===== config.mk =====
export PLATFORM = sky130hd
export DESIGN_NAME = vending_machine_multi
export DESIGN_NICKNAME = d
export VERILOG_FILES = /design/src/rtl/vending_machine_multi.sv
export SDC_FILE = /design/constraint.sdc
export NUM_CORES = 1
export LEC_CHECK = 0
export ABC_AREA = 1
export CORE_ASPECT_RATIO = 0.8
export CORE_MARGIN = 2
export CORE_UTILIZATION = 47
export DETAILED_ROUTE_END_ITERATION = 8
export PLACE_DENSITY = 0.68
export RECOVER_POWER = 25
export SYNTH_ARGS = -nofsm -noshare
export SYNTH_HDL_FRONTEND = slang
export SYNTH_SLANG_ARGS = --single-unit

===== constraint.sdc =====
create_clock -name clk -period 4.55 [get_ports clk]
set_clock_uncertainty 0.2 [all_clocks]
set_input_delay 0.91 -clock clk [delete_from_list [all_inputs] [get_ports clk]]
set_output_delay 0.91 -clock clk [all_outputs]
set_load 0.02 [all_outputs]

===== src/rtl/vending_machine_multi.sv =====
// Multi-product vending machine: coin credit accumulation, per-product stock,
// single-cycle vend pulse and coin-by-coin change return.
module vending_machine_multi #(
  parameter int                          NPROD      = 4,
  parameter int                          CREDIT_W   = 6,
  parameter logic [NPROD*CREDIT_W-1:0]   PRICES     = {6'd25, 6'd20, 6'd15, 6'd10},
  parameter int                          MAX_CREDIT = 35,
  parameter int                          STOCK_W    = 4,
  parameter int                          STOCK_INIT = 3,
  localparam int                         SELW       = (NPROD > 1) ? $clog2(NPROD) : 1
) (
  input  logic                clk,
  input  logic                rst,
  input  logic [1:0]          coin,
  input  logic [SELW-1:0]     sel,
  input  logic                buy,
  input  logic                cancel,
  output logic                vend,
  output logic [SELW-1:0]     vend_id,
  output logic                change_five,
  output logic                coin_reject,
  output logic [NPROD-1:0]    sold_out,
  output logic [CREDIT_W-1:0] credit,
  output logic                busy
);

  typedef enum logic [1:0] {S_IDLE, S_CREDIT, S_VEND, S_CHANGE} state_t;

  state_t                r_state;
  logic [CREDIT_W-1:0]   r_credit;
  logic                  r_vend;
  logic [SELW-1:0]       r_vend_id;
  logic                  r_coin_reject;
  logic                  r_busy;
  logic [NPROD-1:0]      r_sold_out;
  logic [STOCK_W-1:0]    r_stock [NPROD];

  state_t                w_state_nx;
  logic [CREDIT_W-1:0]   w_credit_nx;
  logic                  w_vend_nx;
  logic [SELW-1:0]       w_vend_id_nx;
  logic                  w_reject_nx;
  logic [NPROD-1:0]      w_dec;
  logic [NPROD-1:0]      w_sel_mask;
  logic [CREDIT_W-1:0]   w_price;
  logic                  w_stock_avail;
  logic                  w_sel_ok;
  logic                  w_buy_ok;
  logic                  w_coin_valid;
  logic [CREDIT_W-1:0]   w_coin_val;
  logic [CREDIT_W:0]     w_coin_sum;
  logic                  w_coin_fits;

  // Decode the selected product; an out-of-range select matches nothing.
  always_comb begin
    w_price       = '0;
    w_stock_avail = 1'b0;
    w_sel_ok      = 1'b0;
    w_sel_mask    = '0;
    for (int i = 0; i < NPROD; i++) begin
      if (sel == SELW'(i)) begin
        w_sel_ok      = 1'b1;
        w_sel_mask[i] = 1'b1;
        w_price       = PRICES[i*CREDIT_W +: CREDIT_W];
        w_stock_avail = (r_stock[i] != '0);
      end
    end
  end

  always_comb begin
    w_coin_val = '0;
    case (coin)
      2'b01:   w_coin_val = CREDIT_W'(5);
      2'b11:   w_coin_val = CREDIT_W'(10);
      default: w_coin_val = '0;
    endcase
  end

  assign w_coin_valid = coin[0];
  assign w_coin_sum   = {1'b0, r_credit} + {1'b0, w_coin_val};
  assign w_coin_fits  = (w_coin_sum <= (CREDIT_W+1)'(MAX_CREDIT));
  assign w_buy_ok     = buy && (r_state == S_CREDIT) && w_sel_ok && w_stock_avail &&
                        (r_credit >= w_price);

  always_ff @(posedge clk) begin
    if (rst) r_state <= S_IDLE;
    else     r_state <= w_state_nx;
  end

  // Priority inside IDLE/CREDIT: cancel, then buy, then coin.
  always_comb begin
    w_state_nx   = r_state;
    w_credit_nx  = r_credit;
    w_vend_nx    = 1'b0;
    w_vend_id_nx = '0;
    w_reject_nx  = 1'b0;
    w_dec        = '0;
    case (r_state)
      S_IDLE, S_CREDIT: begin
        if (cancel && (r_state == S_CREDIT)) begin
          w_state_nx  = S_CHANGE;
          w_reject_nx = (coin != 2'b00);
        end else if (w_buy_ok) begin
          w_state_nx   = S_VEND;
          w_vend_nx    = 1'b1;
          w_vend_id_nx = sel;
          w_credit_nx  = r_credit - w_price;
          w_dec        = w_sel_mask;
          w_reject_nx  = (coin != 2'b00);
        end else if (w_coin_valid && w_coin_fits) begin
          w_credit_nx = w_coin_sum[CREDIT_W-1:0];
          w_state_nx  = S_CREDIT;
        end else begin
          w_reject_nx = (coin != 2'b00);
        end
      end
      S_VEND: begin
        w_state_nx  = (r_credit != '0) ? S_CHANGE : S_IDLE;
        w_reject_nx = (coin != 2'b00);
      end
      S_CHANGE: begin
        w_reject_nx = (coin != 2'b00);
        if (r_credit <= CREDIT_W'(5)) begin
          w_credit_nx = '0;
          w_state_nx  = S_IDLE;
        end else begin
          w_credit_nx = r_credit - CREDIT_W'(5);
        end
      end
      default: w_state_nx = S_IDLE;
    endcase
  end

  always_ff @(posedge clk) begin
    if (rst) begin
      r_credit      <= '0;
      r_vend        <= 1'b0;
      r_vend_id     <= '0;
      r_coin_reject <= 1'b0;
      r_busy        <= 1'b0;
    end else begin
      r_credit      <= w_credit_nx;
      r_vend        <= w_vend_nx;
      r_vend_id     <= w_vend_id_nx;
      r_coin_reject <= w_reject_nx;
      r_busy        <= (w_state_nx == S_VEND) || (w_state_nx == S_CHANGE);
    end
  end

  // Sold-out flags are registered alongside the decrement that empties a slot.
  always_ff @(posedge clk) begin
    for (int i = 0; i < NPROD; i++) begin
      if (rst) begin
        r_stock[i]    <= STOCK_W'(STOCK_INIT);
        r_sold_out[i] <= 1'b0;
      end else if (w_dec[i]) begin
        r_stock[i]    <= r_stock[i] - STOCK_W'(1);
        r_sold_out[i] <= (r_stock[i] == STOCK_W'(1));
      end
    end
  end

  assign vend        = r_vend;
  assign vend_id     = r_vend_id;
  assign change_five = (r_state == S_CHANGE);
  assign coin_reject = r_coin_reject;
  assign sold_out    = r_sold_out;
  assign credit      = r_credit;
  assign busy        = r_busy;

endmodule


==> reports/summary.txt <==
Starting Density -> 0.490
non-filler cells, final -> 429
vias after detailed routing -> 2135
clk_lat worst skew -> 0.28 ns
clk slew on worst S/H paths -> 0.07 ns
crit path DAT -> 3.64 ns
CTS buffer count -> 5
Pwr Density -> 491 mW/mm^2
final-stage net count -> 399
total power -> 1.39 mW
antenna violation net count after detailed routing -> 0
commonest non-fill, non-tap cells in the layout -> nand2_1 (78), inv_1 (49), nor2_1 (39), nand3_1 (33), ha_1 (24)
initial antenna violation count -> 0
Slew @ Worst Pin -> 0.511 ns
Yosys top cell area share -> 0.195
Post-synth top flop -> dfxtp_1
DRC viols -> 0
die area -> 0.00585 mm^2
Post-Synthesis Cell Area -> 0.00247 mm^2
Post-DP HPWL -> 4400 um
slowest CP cell -> clkdlybuf4s50_1
die width -> 85.1 um
RSZ-0062 raised after global routing -> no
port bufs -> 23
Seq pwr share -> 0.314
Critical Path Sink Type -> flop
Slew HR -> 0.657
Reg-to-Reg Start -> credit[0]
vias in the first global route -> 1924
I/O pin cnt -> 24
Tot GR Track Use -> 0.197
average size of a mapped cell -> 7.31 um^2
sequential share of the synthesized area -> 0.332
Hold Crit Class -> flop to flop
FP Rows -> 23
Post-Syn Instances -> 338
Final Hold Viols -> 0
final hold slack -> 0.281 ns
syn nets -> 371
max-slew violation count -> 0
Final period util -> 0.850
status -> finished clean
switching fraction of total power -> 0.467
P_int -> 743 uW
clock share of power -> 0.152
# setup viols final -> 0
first-pass GRT wire length -> 8920 um
P_leak -> 1.43 nW
setup TNS -> 0 ns
vias per inst -> 4.98
GR Overflow Total -> 0
Yosys warnings -> 0
Comb pwr share -> 0.534
Yosys cell types -> 32
dpl cells -> 421
post-CTS setup buffer count -> 0
FMAX -> 258 MHz
CTS tree -> built
HP Start -> sold_out[0]
#FFs+latches synth -> 33
Pre-antenna DRT Iters -> 4
area growth from synthesis to layout -> 14.9%
gpl congestion -> 0.915
ant diodes -> 0
asr flop ratio synth -> 0
kind of critical path -> input port to flop
initial drt markers -> 205
Core Area -> 0.00504 mm^2
worst path cell trace -> clkdlybuf4s50_1, inv_1, ha_1, nor2_1, nand2_1, ha_1, nand3_1, nor2_1, nor2_1, nand2_1, nand3_1, buf_4, nor3_2, inv_1, nand2_1
EDFF count, synth -> 16
CTS Root Cell -> clkbuf_8
crit path from -> sel[0]
Yosys top cell by area -> edfxtp_1
Worst setup SP type -> input port
Synth area leaders -> edfxtp_1 (19%), dfxtp_1 (14%), ha_1 (12%), nand2_1 (12%), inv_1 (7.4%)
clock sink count -> 33
most common cell after layout, fill and taps aside -> nand2_1
WP data required -> 4.32 ns
Fillers -> 463
Worst IR Drop VDD -> 0.000318 V
post-DR wirelength/cell -> 12.7 um
Max FO, Critical Path -> 8
CTS max path bufs -> 2
NetSw -> 651 uW
Worst path max stage delay -> 0.53 ns
Post-Route WL -> 5430 um
htree depth -> 2
post_cts resized -> 0
Post-CTS Hold Buffers -> 0
post-layout minimum cycle time -> 3.87 ns
share of post-route cells with drive strength above 1 -> 0.0763
Max-Cap Viols -> 0
largest net degree at the start of global routing -> 19
die extent in y -> 68.8 um
[routing by layer]
metal / vias to the layer above / GRT usage / part of all wire
met3: 6 / 0.0405 / 0.054
met4: 0 / 0.0575 / 0.0085
met2: 47 / 0.309 / 0.44
met1: 942 / 0.278 / 0.50
met5: - / 0 / 0
li1: 1140 / - / -
[kinds of logic after synthesis]
family | synth area share
fa+ha+maj | 0.130
flops | 0.332
buf+inv | 0.0968
compound gates | 0.0618
xor+xnor | 0.0461
simple gates | 0.333
[power by group through the flow]
stage | clock (mW) | combinational (mW) | sequential [mW]
after floorplan | 0 | 0.516 | 0.456
after global placement | 0 | 0.741 | 0.445
after detailed placement | 0 | 0.746 | 0.445
after CTS | 0.219 | 0.751 | 0.438
after global routing | 0.229 | 0.842 | 0.446
final | 0.212 | 0.745 | 0.438
[synth_stat cells (2+ instances only)]
cell type / number
nor2_1: 39
o211ai_1: 2
nor2_2: 3
nor3_2: 3
nand2_4: 3
inv_2: 5
o21ai_1: 5
nor3_1: 4
nand3b_1: 4
nand4_1: 4
clkinv_1: 2
nand3_1: 33
buf_4: 2
o21ai_0: 6
nand2_1: 78
nand2_2: 4
xor2_1: 5
xnor2_1: 8
edfxtp_1: 16
ha_1: 24
or2_2: 2
inv_1: 49
a21oi_1: 12
dfxtp_1: 17
[area by class of cell]
class	instances	area, um^2	share of cell area
multi-input cells	246	1410	0.497
flip-flops and latches	33	821	0.289
repair buffers	24	238	0.0838
inverters	56	210	0.0741
well taps	62	77.6	0.0273
clock buffers	7	76.3	0.0269
clock inverters	1	5.00	0.00176
[registers in the layout, summed over array words and instances (netlist names)]
register,flops
r_stock,16
credit,6
vend,1
coin_reject,1
busy,1
sold_out,4
vend_id,2
r_state,2
[worst max-delay path: cells and delay by family]
| family | cells | cell delay [ns] |
|---|---|---|
| and+or+nand+nor | 9 | 1.19 |
| buffers and inverters | 4 | 0.95 |
| adders and majority gates | 2 | 0.59 |
[final timing paths]
kind / end / slack (ns) / cells after the start
max reg2reg: r_stock[0][2] / 1.65 / 13
max: r_stock[0][2] / 0.68 / 15
min: sold_out[0] / 0.28 / 2
min reg2reg: sold_out[0] / 0.28 / 2
[stage by stage]
step / setup WS (ns) / util / area [um^2]
finish: 0.680 / 0.563 / 2840
global route: 0.403 / 0.563 / 2840
CTS: 0.680 / 0.563 / 2840
detailed placement: 0.379 / 0.547 / 2760
global placement: 0.484 / 0.547 / 2760
floorplan: 1.42 / - / 2470
No activity file was read; power rests on OpenSTA's default activity.
